## config.mk

```make
export PLATFORM = sky130hd
export DESIGN_NAME = synth6_protocol_sequencer
export DESIGN_NICKNAME = d
export VERILOG_FILES = /design/src/rtl/synth6_seq_pkg.sv /design/src/rtl/seq_phase_timer.sv /design/src/rtl/synth6_protocol_sequencer.sv
export SDC_FILE = /design/constraint.sdc
export NUM_CORES = 1
export LEC_CHECK = 0
export BUFFER_PORTS_ARGS = -buffer_cell sky130_fd_sc_hd__buf_4
export CORE_UTILIZATION = 40
export CTS_CLUSTER_SIZE = 20
export DETAILED_ROUTE_END_ITERATION = 7
export GPL_ROUTABILITY_DRIVEN = 0
export PLACE_DENSITY = 0.68
export SLEW_MARGIN = 30
export SYNTH_ARGS = -nofsm -noshare
export SYNTH_HDL_FRONTEND = slang
export SYNTH_SLANG_ARGS = --single-unit
```

## constraint.sdc

```tcl
create_clock -name clk -period 4.6 [get_ports clk]
set_input_delay 0.46 -clock clk [delete_from_list [all_inputs] [get_ports clk]]
set_output_delay 0.46 -clock clk [all_outputs]
set_load 0.05 [all_outputs]
```

## src/rtl/synth6_seq_pkg.sv

```systemverilog
// Shared types, constants and output decode for the Planar_Synthetic_6 sequencer.
// The optional statistics counters are enabled with SYNTH6_SEQ_STATS_EN.
package synth6_seq_pkg;

   localparam int NUM_SRC = 12;
   localparam int IDX_W   = 4;
   localparam logic [IDX_W-1:0] LAST_IDX = IDX_W'(NUM_SRC - 1);

   typedef enum logic [2:0] {
      S_IDLE   = 3'd0,
      S_LOAD   = 3'd1,
      S_MIX    = 3'd2,
      S_HEAT   = 3'd3,
      S_FILT_A = 3'd4,
      S_FILT_B = 3'd5,
      S_DISP   = 3'd6,
      S_DONE   = 3'd7
   } seq_state_e;

   localparam logic [1:0] ROUTE_CLOSED = 2'd0;
   localparam logic [1:0] ROUTE_F6     = 2'd1;
   localparam logic [1:0] ROUTE_F7     = 2'd2;
   localparam logic [1:0] ROUTE_OUT    = 2'd3;

   typedef struct packed {
      logic               ready;
      logic               busy;
      logic               done;
      logic [NUM_SRC-1:0] src_en;
      logic               mix_en;
      logic [2:0]         heat_en;
      logic [1:0]         route;
   } act_s;

   // Everything not named for a state stays at zero.
   function automatic act_s decode_outputs(seq_state_e st, logic [IDX_W-1:0] idx);
      act_s a;
      logic [NUM_SRC-1:0] one_hot;
      a       = '0;
      one_hot = {{(NUM_SRC-1){1'b0}}, 1'b1};
      case (st)
         S_IDLE:   a.ready = 1'b1;
         S_LOAD: begin
            a.busy   = 1'b1;
            a.src_en = one_hot << idx;
         end
         S_MIX: begin
            a.busy   = 1'b1;
            a.mix_en = 1'b1;
         end
         S_HEAT: begin
            a.busy    = 1'b1;
            a.heat_en = 3'b111;
         end
         S_FILT_A: begin
            a.busy  = 1'b1;
            a.route = ROUTE_F6;
         end
         S_FILT_B: begin
            a.busy  = 1'b1;
            a.route = ROUTE_F7;
         end
         S_DISP: begin
            a.busy  = 1'b1;
            a.route = ROUTE_OUT;
         end
         S_DONE:   a.done = 1'b1;
         default:  a = '0;
      endcase
      return a;
   endfunction

endpackage

```

## src/rtl/seq_phase_timer.sv

```systemverilog
// Down-counting phase timer: load wins over hold, counting stops at zero.
module seq_phase_timer #(
   parameter int TW = 16
) (
   input  logic          clk,
   input  logic          rst,
   input  logic          load,
   input  logic [TW-1:0] load_val,
   input  logic          hold,
   output logic          zero
);

   logic [TW-1:0] count_reg;

   always_ff @(posedge clk) begin
      if (rst) begin
         count_reg <= '0;
      end else if (load) begin
         count_reg <= load_val;
      end else if (!hold && (count_reg != '0)) begin
         count_reg <= count_reg - TW'(1);
      end
   end

   assign zero = (count_reg == '0);

endmodule

```

## src/rtl/synth6_protocol_sequencer.sv

```systemverilog
// Valve/actuator sequencer: LOAD x12 -> MIX -> HEAT -> FILT_A -> FILT_B -> DISP -> DONE.
// Define SYNTH6_SEQ_STATS_EN to get saturating run/abort counters.
module synth6_protocol_sequencer
   import synth6_seq_pkg::*;
#(
   parameter int LOAD_CYCLES = 4,
   parameter int MIX_CYCLES  = 16,
   parameter int HEAT_CYCLES = 32,
   parameter int FILT_CYCLES = 8,
   parameter int DISP_CYCLES = 8,
   parameter int TW          = 16
) (
   input  logic         clk,
   input  logic         rst,
   input  logic         start,
   input  logic         abort,
   input  logic         pause,
   output logic         ready,
   output logic         busy,
   output logic         done,
   output logic         aborted,
   output logic [2:0]   phase,
   output logic [11:0]  src_en,
   output logic         mix_en,
   output logic [2:0]   heat_en,
   output logic [1:0]   route,
   output logic [15:0]  run_count,
   output logic [15:0]  abort_count
);

   localparam logic [TW-1:0] LOAD_VAL = TW'(LOAD_CYCLES - 1);
   localparam logic [TW-1:0] MIX_VAL  = TW'(MIX_CYCLES - 1);
   localparam logic [TW-1:0] HEAT_VAL = TW'(HEAT_CYCLES - 1);
   localparam logic [TW-1:0] FILT_VAL = TW'(FILT_CYCLES - 1);
   localparam logic [TW-1:0] DISP_VAL = TW'(DISP_CYCLES - 1);

   seq_state_e       state_reg, state_next;
   logic [IDX_W-1:0] idx_reg, idx_next;
   act_s             act_reg;
   logic             aborted_reg, aborted_next;
   logic             tmr_load, tmr_hold, tmr_zero;
   logic [TW-1:0]    tmr_val;

   seq_phase_timer #(
      .TW (TW)
   ) u_timer (
      .clk      (clk),
      .rst      (rst),
      .load     (tmr_load),
      .load_val (tmr_val),
      .hold     (tmr_hold),
      .zero     (tmr_zero)
   );

   always_comb begin
      state_next   = state_reg;
      idx_next     = idx_reg;
      tmr_load     = 1'b0;
      tmr_val      = '0;
      tmr_hold     = 1'b0;
      aborted_next = 1'b0;
      case (state_reg)
         S_IDLE: begin
            if (start) begin
               state_next = S_LOAD;
               idx_next   = '0;
               tmr_load   = 1'b1;
               tmr_val    = LOAD_VAL;
            end
         end
         S_DONE: state_next = S_IDLE;
         default: begin
            if (abort) begin
               // Clear the timer too so a later run starts from a clean count.
               state_next   = S_IDLE;
               idx_next     = '0;
               tmr_load     = 1'b1;
               tmr_val      = '0;
               aborted_next = 1'b1;
            end else if (pause) begin
               tmr_hold = 1'b1;
            end else if (tmr_zero) begin
               tmr_load = 1'b1;
               case (state_reg)
                  S_LOAD: begin
                     if (idx_reg != LAST_IDX) begin
                        idx_next = idx_reg + IDX_W'(1);
                        tmr_val  = LOAD_VAL;
                     end else begin
                        state_next = S_MIX;
                        tmr_val    = MIX_VAL;
                     end
                  end
                  S_MIX: begin
                     state_next = S_HEAT;
                     tmr_val    = HEAT_VAL;
                  end
                  S_HEAT: begin
                     state_next = S_FILT_A;
                     tmr_val    = FILT_VAL;
                  end
                  S_FILT_A: begin
                     state_next = S_FILT_B;
                     tmr_val    = FILT_VAL;
                  end
                  S_FILT_B: begin
                     state_next = S_DISP;
                     tmr_val    = DISP_VAL;
                  end
                  S_DISP: begin
                     state_next = S_DONE;
                     tmr_load   = 1'b0;
                  end
                  default: tmr_load = 1'b0;
               endcase
            end
         end
      endcase
   end

   // Outputs are decoded from the next state and registered, so they line up with phase.
   always_ff @(posedge clk) begin
      if (rst) begin
         state_reg   <= S_IDLE;
         idx_reg     <= '0;
         act_reg     <= decode_outputs(S_IDLE, '0);
         aborted_reg <= 1'b0;
      end else begin
         state_reg   <= state_next;
         idx_reg     <= idx_next;
         act_reg     <= decode_outputs(state_next, idx_next);
         aborted_reg <= aborted_next;
      end
   end

   assign phase   = state_reg;
   assign ready   = act_reg.ready;
   assign busy    = act_reg.busy;
   assign done    = act_reg.done;
   assign aborted = aborted_reg;
   assign src_en  = act_reg.src_en;
   assign mix_en  = act_reg.mix_en;
   assign heat_en = act_reg.heat_en;
   assign route   = act_reg.route;

`ifdef SYNTH6_SEQ_STATS_EN
   logic [15:0] run_count_reg, abort_count_reg;

   // Counters step together with the done/aborted pulse they count.
   always_ff @(posedge clk) begin
      if (rst) begin
         run_count_reg   <= '0;
         abort_count_reg <= '0;
      end else begin
         if ((state_next == S_DONE) && (state_reg != S_DONE) && (run_count_reg != 16'hFFFF))
            run_count_reg <= run_count_reg + 16'd1;
         if (aborted_next && (abort_count_reg != 16'hFFFF))
            abort_count_reg <= abort_count_reg + 16'd1;
      end
   end

   assign run_count   = run_count_reg;
   assign abort_count = abort_count_reg;
`else
   assign run_count   = 16'd0;
   assign abort_count = 16'd0;
`endif

endmodule
```

Word-level counts from Yosys, hierarchy flattened
Index checks and enable logic that the tools add are counted.
W data, S select, Z words.
{"block": "word_totals", "elab_cells": 82, "reg_bits": 45, "latchBits": 0, "ram_bits": 0, "memories": 0, "out_inout_bits": 57, "mem_bits_ro": 0, "input_bits": 5}
{"block": "classes", "mux": 39, "n_shift": 1, "order_cmp": 0, "multipliers": 0, "div_mod_pow": 0, "n_reduce_logical": 13, "n_addsub": 2, "n_eq_ne": 15, "bitwise_logic": 1}
{"operator": "$mux W16", "n": 2}
{"operator": "$mux W4", "n": 7}
{"operator": "$eq A3 B3 Y1 const B", "n": 8}
{"operator": "$mux W3", "n": 6}
{"operator": "$pmux W3 S6", "n": 1}
{"operator": "$logic_not A16 Y1", "n": 1}
{"operator": "$reduce_bool A16 Y1", "n": 1}
{"operator": "$sub A16 B1 Y16 const B", "n": 1}
{"operator": "$mux W5", "n": 3}
{"operator": "$pmux W5 S3", "n": 1}
{"operator": "$mux W1", "n": 13}
{"operator": "$eq A3 B2 Y1 const B", "n": 4}
{"operator": "$shl A1 B4 Y12 const A", "n": 1}
{"operator": "$pmux W5 S2", "n": 1}
{"operator": "$pmux W4 S2", "n": 1}
{"operator": "$eq A3 B1 Y1 const B", "n": 2}
{"operator": "$logic_not A3 Y1", "n": 2}
{"operator": "$pmux W2 S3", "n": 1}
{"operator": "$pmux W3 S2", "n": 1}
{"operator": "$reduce_or A3 Y1", "n": 2}
{"operator": "$reduce_or A6 Y1", "n": 1}
{"operator": "$reduce_or A5 Y1", "n": 1}
{"operator": "$add A4 B1 Y4 const B", "n": 1}
{"operator": "$ne A4 B4 Y1 const B", "n": 1}
{"operator": "7 further kinds", "n": 8}

Logic depth before layout (Yosys ltp)
{"block": "depth", "ltp_word": 10, "ltp_mapped": 9, "depth_no_buf": 8}

Modules after synthesis
A second synthesis with hierarchy kept.
{"block": "unflattened", "hier_cells": 302, "hier_area_um2": 2546.2}
{"mod": "synth6_protocol_sequencer", "n_inst": 1, "cells_per_inst": 175, "area_per_inst_um2": 1492.7, "seq_area_each_um2": 540.5}
{"mod": "seq_phase_timer", "n_inst": 1, "cells_per_inst": 127, "area_per_inst_um2": 1053.5, "seq_area_each_um2": 320.3}

Worst setup path before layout
No wires, ideal clock.
{"block": "synth_timing", "kind": "reg2reg", "startpoint": "register state_reg[0], in the netlist phase[0]", "endpoint": "register act_reg (netlist bit src_en[8])", "path_stages_with_launch": 8, "synth_period_minus_slack_ps": 2538, "required_time_ps": 4508, "setup_slack_ps": 2062, "t_arrival_ps": 2447, "setup_ps": 92, "path_buffers": 1, "cell_sequence": "dfxtp_1 buf_4 or3b_1 or4_4 a2111o_1 nand2_2 nand2_4 nor4_1"}
{"block": "synth_via", "elab_chain_len": 9, "elab_cells_between_ends": 24, "cone_classes": "eq/ne (8); shift (1); mux (12); bitwise (1); reduce/logical (2)"}
{"element": "start, declared", "line": "synth6_protocol_sequencer.sv:37", "rtl": "seq_state_e state_reg, state_next;"}
{"element": "start signal, assigned", "line": "synth6_protocol_sequencer.sv:129", "rtl": "state_reg <= state_next;"}
{"element": "$eq A3 B3 Y1, or another cell as far along", "line": "synth6_protocol_sequencer.sv:84", "rtl": "case (state_reg)"}
{"element": "$pmux W3 S6", "line": "synth6_protocol_sequencer.sv:84"}
{"element": "$mux W3", "line": "synth6_protocol_sequencer.sv:82", "rtl": "end else if (tmr_zero) begin"}
{"element": "$mux W3", "line": "synth6_protocol_sequencer.sv:80", "rtl": "end else if (pause) begin"}
{"element": "$mux W3", "line": "synth6_protocol_sequencer.sv:73", "rtl": "if (abort) begin"}
{"element": "$pmux W3 S2", "line": "synth6_protocol_sequencer.sv:62", "rtl": "case (state_reg)"}
{"element": "$eq A3 B1 Y1", "line": "synth6_seq_pkg.sv:41", "rtl": "case (st)"}
{"element": "$not A1 Y1 (no line)"}
{"element": "$reduce_or A2 Y1 (no line)"}
{"element": "end signal, assigned", "line": "synth6_protocol_sequencer.sv:126", "rtl": "act_reg <= decode_outputs(S_IDLE, '0);"}
{"element": "end signal, assigned", "line": "synth6_protocol_sequencer.sv:131", "rtl": "act_reg <= decode_outputs(state_next, idx_next);"}
{"element": "end, declared", "line": "synth6_protocol_sequencer.sv:39", "rtl": "act_s act_reg;"}
Parallel ways exist; a longest one is shown, timed or not.
A chain may end at the register's enable or synchronous reset.

Final worst setup path
{"block": "layout_timing", "startpoint": "register state_reg[1], in the netlist phase[1]", "endpoint": "register act_reg (netlist bit src_en[10])"}
Same word-level chain as after synthesis.

==> impl_table.tex <==
\begin{tabular}{lr}
\hline
Metric & Value \\
\hline
\multicolumn{2}{l}{\textbf{Placement}} \\
\quad DP HPWL & approximately 3800 um \\
\quad PortBufs & 29 \\
\quad Placement-stage cell area & 2650 sq um \\
\multicolumn{2}{l}{\textbf{Detailed routing}} \\
\quad Vias per cell & approximately 5.4 \\
\quad Wirelength per Cell & 13.3 um \\
\quad Detailed-route via count & 2159 \\
\quad First-pass DRT Iterations & 4 \\
\quad Antenna-violating nets left & 0 \\
\quad Violation count after the first detailed-routing iteration & between 150 and 200 \\
\quad Remaining design rule violation count & 0 \\
\quad Routed Wire Length & between 5000 and 6000 um \\
\multicolumn{2}{l}{\textbf{CTS}} \\
\quad Setup fix buffers added after clock tree synthesis & 0 \\
\quad Clock slew at the register clock pins of the worst setup and hold paths & approximately 0.08 ns \\
\quad Clock latency on the worst-skew pair & approximately 0.3 ns \\
\quad Post\_cts resized & 0 \\
\quad Root cell of the clock tree & clkbuf\_8 \\
\quad TritonCTS buffer count & 5 \\
\quad CTS hold repair buffers & 0 \\
\quad H-tree depth & 2 \\
\quad Clock net sink count & 43 \\
\quad TritonCTS clock tree & built \\
\quad Clock Tree Buf Depth & 2 \\
\multicolumn{2}{l}{\textbf{Synth}} \\
\quad FF+latch count, synth & between 40 and 50 \\
\quad Proportion of synthesized chip area in sequential cells & 33.7\% \\
\quad Synth Instances & a little over 300 \\
\quad Post-synth design cell area & about 2600 sq um \\
\quad Dominant synthesized flop cell & dfxtp\_1 \\
\quad Portion of synthesized cell area occupied by the leading cell type & 33.7\% \\
\quad Main area contributors after synthesis & dfxtp\_1, buf\_4, nor2\_1 \\
\quad Count leader, synth & dfxtp\_1 \\
\quad Synthesized area per cell & between 8 and 9 sq um \\
\quad Library cells used by synthesis & 64 \\
\quad Dominant cell type by area after synthesis & dfxtp\_1 \\
\quad Number of enable flip-flop cells after synthesis & 0 \\
\quad Fraction of synthesis flops using an asynchronous set or reset pin & 0\% \\
\quad Leading cell types by count after synthesis & dfxtp\_1, buf\_4, nor2\_1, nor3\_1 \\
\quad Number of warnings printed during yosys synthesis & 0 \\
\multicolumn{2}{l}{\textbf{STA}} \\
\quad Setup clock skew after layout & about 0.0056 ns \\
\quad Fin. max-slew vios & 0 \\
\quad Actual slew at the worst max-slew pin & 0.735 ns \\
\quad Shortest period the worst path allows & between 2 and 3 ns \\
\quad Total negative slack for setup checks & 0 ns \\
\quad Max-Slew Margin vs Limit & just over 50\% \\
\quad Finish-stage setup viols & 0 \\
\quad Maximum frequency from static timing analysis & roughly 360 MHz \\
\quad Fin crit share & around three fifths \\
\quad Number of hold violations in the final report & 0 \\
\quad Hold Worst Slack & 0.453 ns \\
\quad Unrepaired setup endpoints after global routing & false \\
\multicolumn{2}{l}{\textbf{Pwr}} \\
\quad PnR Total Power & around 2.0 mW \\
\quad Relative contribution of sequential cells to total power & approximately 28\% \\
\quad Pwr Density & 726 nW/um\^{}2 \\
\quad Clock network fraction of design power & a little over an eighth \\
\quad Internal power & 1.00 mW \\
\quad Comb pwr share & between 50\% and 60\% \\
\quad Peak supply drop & roughly 0.32 mV \\
\quad Leakage & $\sim$1.1 nW \\
\quad Share of total power consumed by net switching & between 40\% and 50\% \\
\quad Net switching power figure & about 1000 uW \\
\multicolumn{2}{l}{\textbf{Critical path}} \\
\quad Nature of the critical path endpoint & register \\
\quad Arrival time reported for the critical path endpoint & between 2 and 3 ns \\
\quad CP Class & register to register \\
\quad Startpoint kind of the worst setup timing path & register \\
\quad Required time of the critical path & between 4 and 5 ns \\
\quad Max FO, Critical Path & 22 \\
\multicolumn{2}{l}{\textbf{Die}} \\
\quad Count of boundary I/O pins & 62 \\
\quad Number of cell rows & 28 \\
\quad Area of the core & 6030 sq um \\
\quad Die footprint & $\sim$6700 sq um \\
\quad Starting density of the core & between 40\% and 50\% \\
\quad Die height & $\sim$82 um \\
\quad Horizontal die dimension & about 82 um \\
\multicolumn{2}{l}{\textbf{Cells and area}} \\
\quad Number of flip-flops in the largest register & 16 \\
\quad Final design area excluding fillers & between 2000 and 3000 sq um \\
\quad Layout cell share with drive strength beyond 1 & 15.3\% \\
\quad Fillers & 605 \\
\quad Number of antenna repair diodes & 0 \\
\quad Post-layout nets & 333 \\
\quad Post-route core utilization & 45.7\% \\
\quad Area growth syn-to-layout & 7.79\% \\
\multicolumn{2}{l}{\textbf{Worst hold path}} \\
\quad Worst hold path type & input pin to register \\
\multicolumn{2}{l}{\textbf{Global route}} \\
\quad Number of global-route vias before repair & roughly 1900 \\
\quad Remaining global-route overflow & 0 \\
\quad Total routing resource utilization after global routing & 17.0\% \\
\quad Antenna violations before repair & 0 \\
\quad Pin count of the biggest net entering global routing & 23 \\
\quad Wire length of the first global-routing pass & between 8000 and 9000 um \\
\multicolumn{2}{l}{\textbf{Run}} \\
\quad Count of maximum capacitance violations & 0 \\
\multicolumn{2}{l}{\textbf{Run status}} \\
\quad Outcome & finished clean \\
\hline
\end{tabular}
==> area by class of cell <==
type	count	area, sq um	share of cell area (%)
repair buffers	29	218	7.91
inverters	5	18.8	0.682
clock buffers	8	100	3.64
flip-flops and latches	43	861	31.3
well taps	75	93.8	3.41
multi-input cells	241	1460	53.1
==> logic make-up after synthesis <==
family                     share of synthesized area (%)
and+or+nand+nor                                     30.5
buffers and inverters                               14.1
AOI/OAI and AO/OA                                   14.5
DFF                                                 33.7
xor gates and xnor gates                            5.15
adders and majority gates                           1.47
other                                              0.147
muxes                                              0.392
==> path summary, 6_finish.rpt <==
kind	startpoint	end	slack, ns	depth (start not counted)
worst max-delay path	phase[1]	src_en[10]	1.82	6
worst min-delay path	abort	route[0]	0.45	2
worst max register to register	phase[1]	src_en[10]	1.82	6
worst min register to register	u_timer.count_reg[9]	u_timer.count_reg[9]	0.54	2
==> critical path: stages (launching register included) <==
cell and delay [ns]:
dfxtp_1 0.72, nor3_2 0.17, nor3_2 0.53, nand3_1 0.18, a22oi_2 0.48, nand3_1 0.29
nor4_1 0.32
==> layer usage <==
layer	global-route usage (%)	wire, um	vias to the layer above
li1	-	-	1086
met3	3.67	328	2
met2	27.6	2420	81
met4	5.44	33	0
met1	22.3	2540	990
met5	0	0	-
==> power groups by stage <==
stage                     logic (mW)  clock network, mW  registers [mW]
after floorplan                0.965                  0           0.561
after global placement          1.14                  0           0.556
after detailed placement        1.16                  0           0.558
after CTS                       1.17              0.270           0.550
after global routing            1.33              0.285           0.565
final                           1.18              0.263           0.552
==> per-stage QoR <==
| stage | cells | worst slack (ns) |
|---|---|---|
| 6_report | 401 | 1.82 |
| 4_1_cts | 401 | 1.77 |
| 2_1_floorplan | 338 | 2.06 |
| 3_3_place_gp | 393 | 1.88 |
| 3_5_place_dp | 393 | 1.81 |
| 5_1_grt | 401 | 1.52 |
==> cells in the final DEF (no fill, tap or decap), drive strengths merged, types with 4 or more instances in the layout <==
| cell | n |
|---|---|
| dfxtp | 43 |
| nor2 | 33 |
| conb | 32 |
| buf | 29 |
| nor3 | 25 |
| nand2 | 17 |
| nor4 | 17 |
| xor2 | 12 |
| nand3 | 10 |
| o21ai | 10 |
| clkbuf | 8 |
| a21oi | 6 |
| inv | 5 |
| or3 | 5 |
| nand4 | 4 |
| and2 | 4 |
| a211oi | 4 |
| o2111ai | 4 |
| or4 | 4 |
| o31ai | 4 |
(Power assumes the default switching activity.)
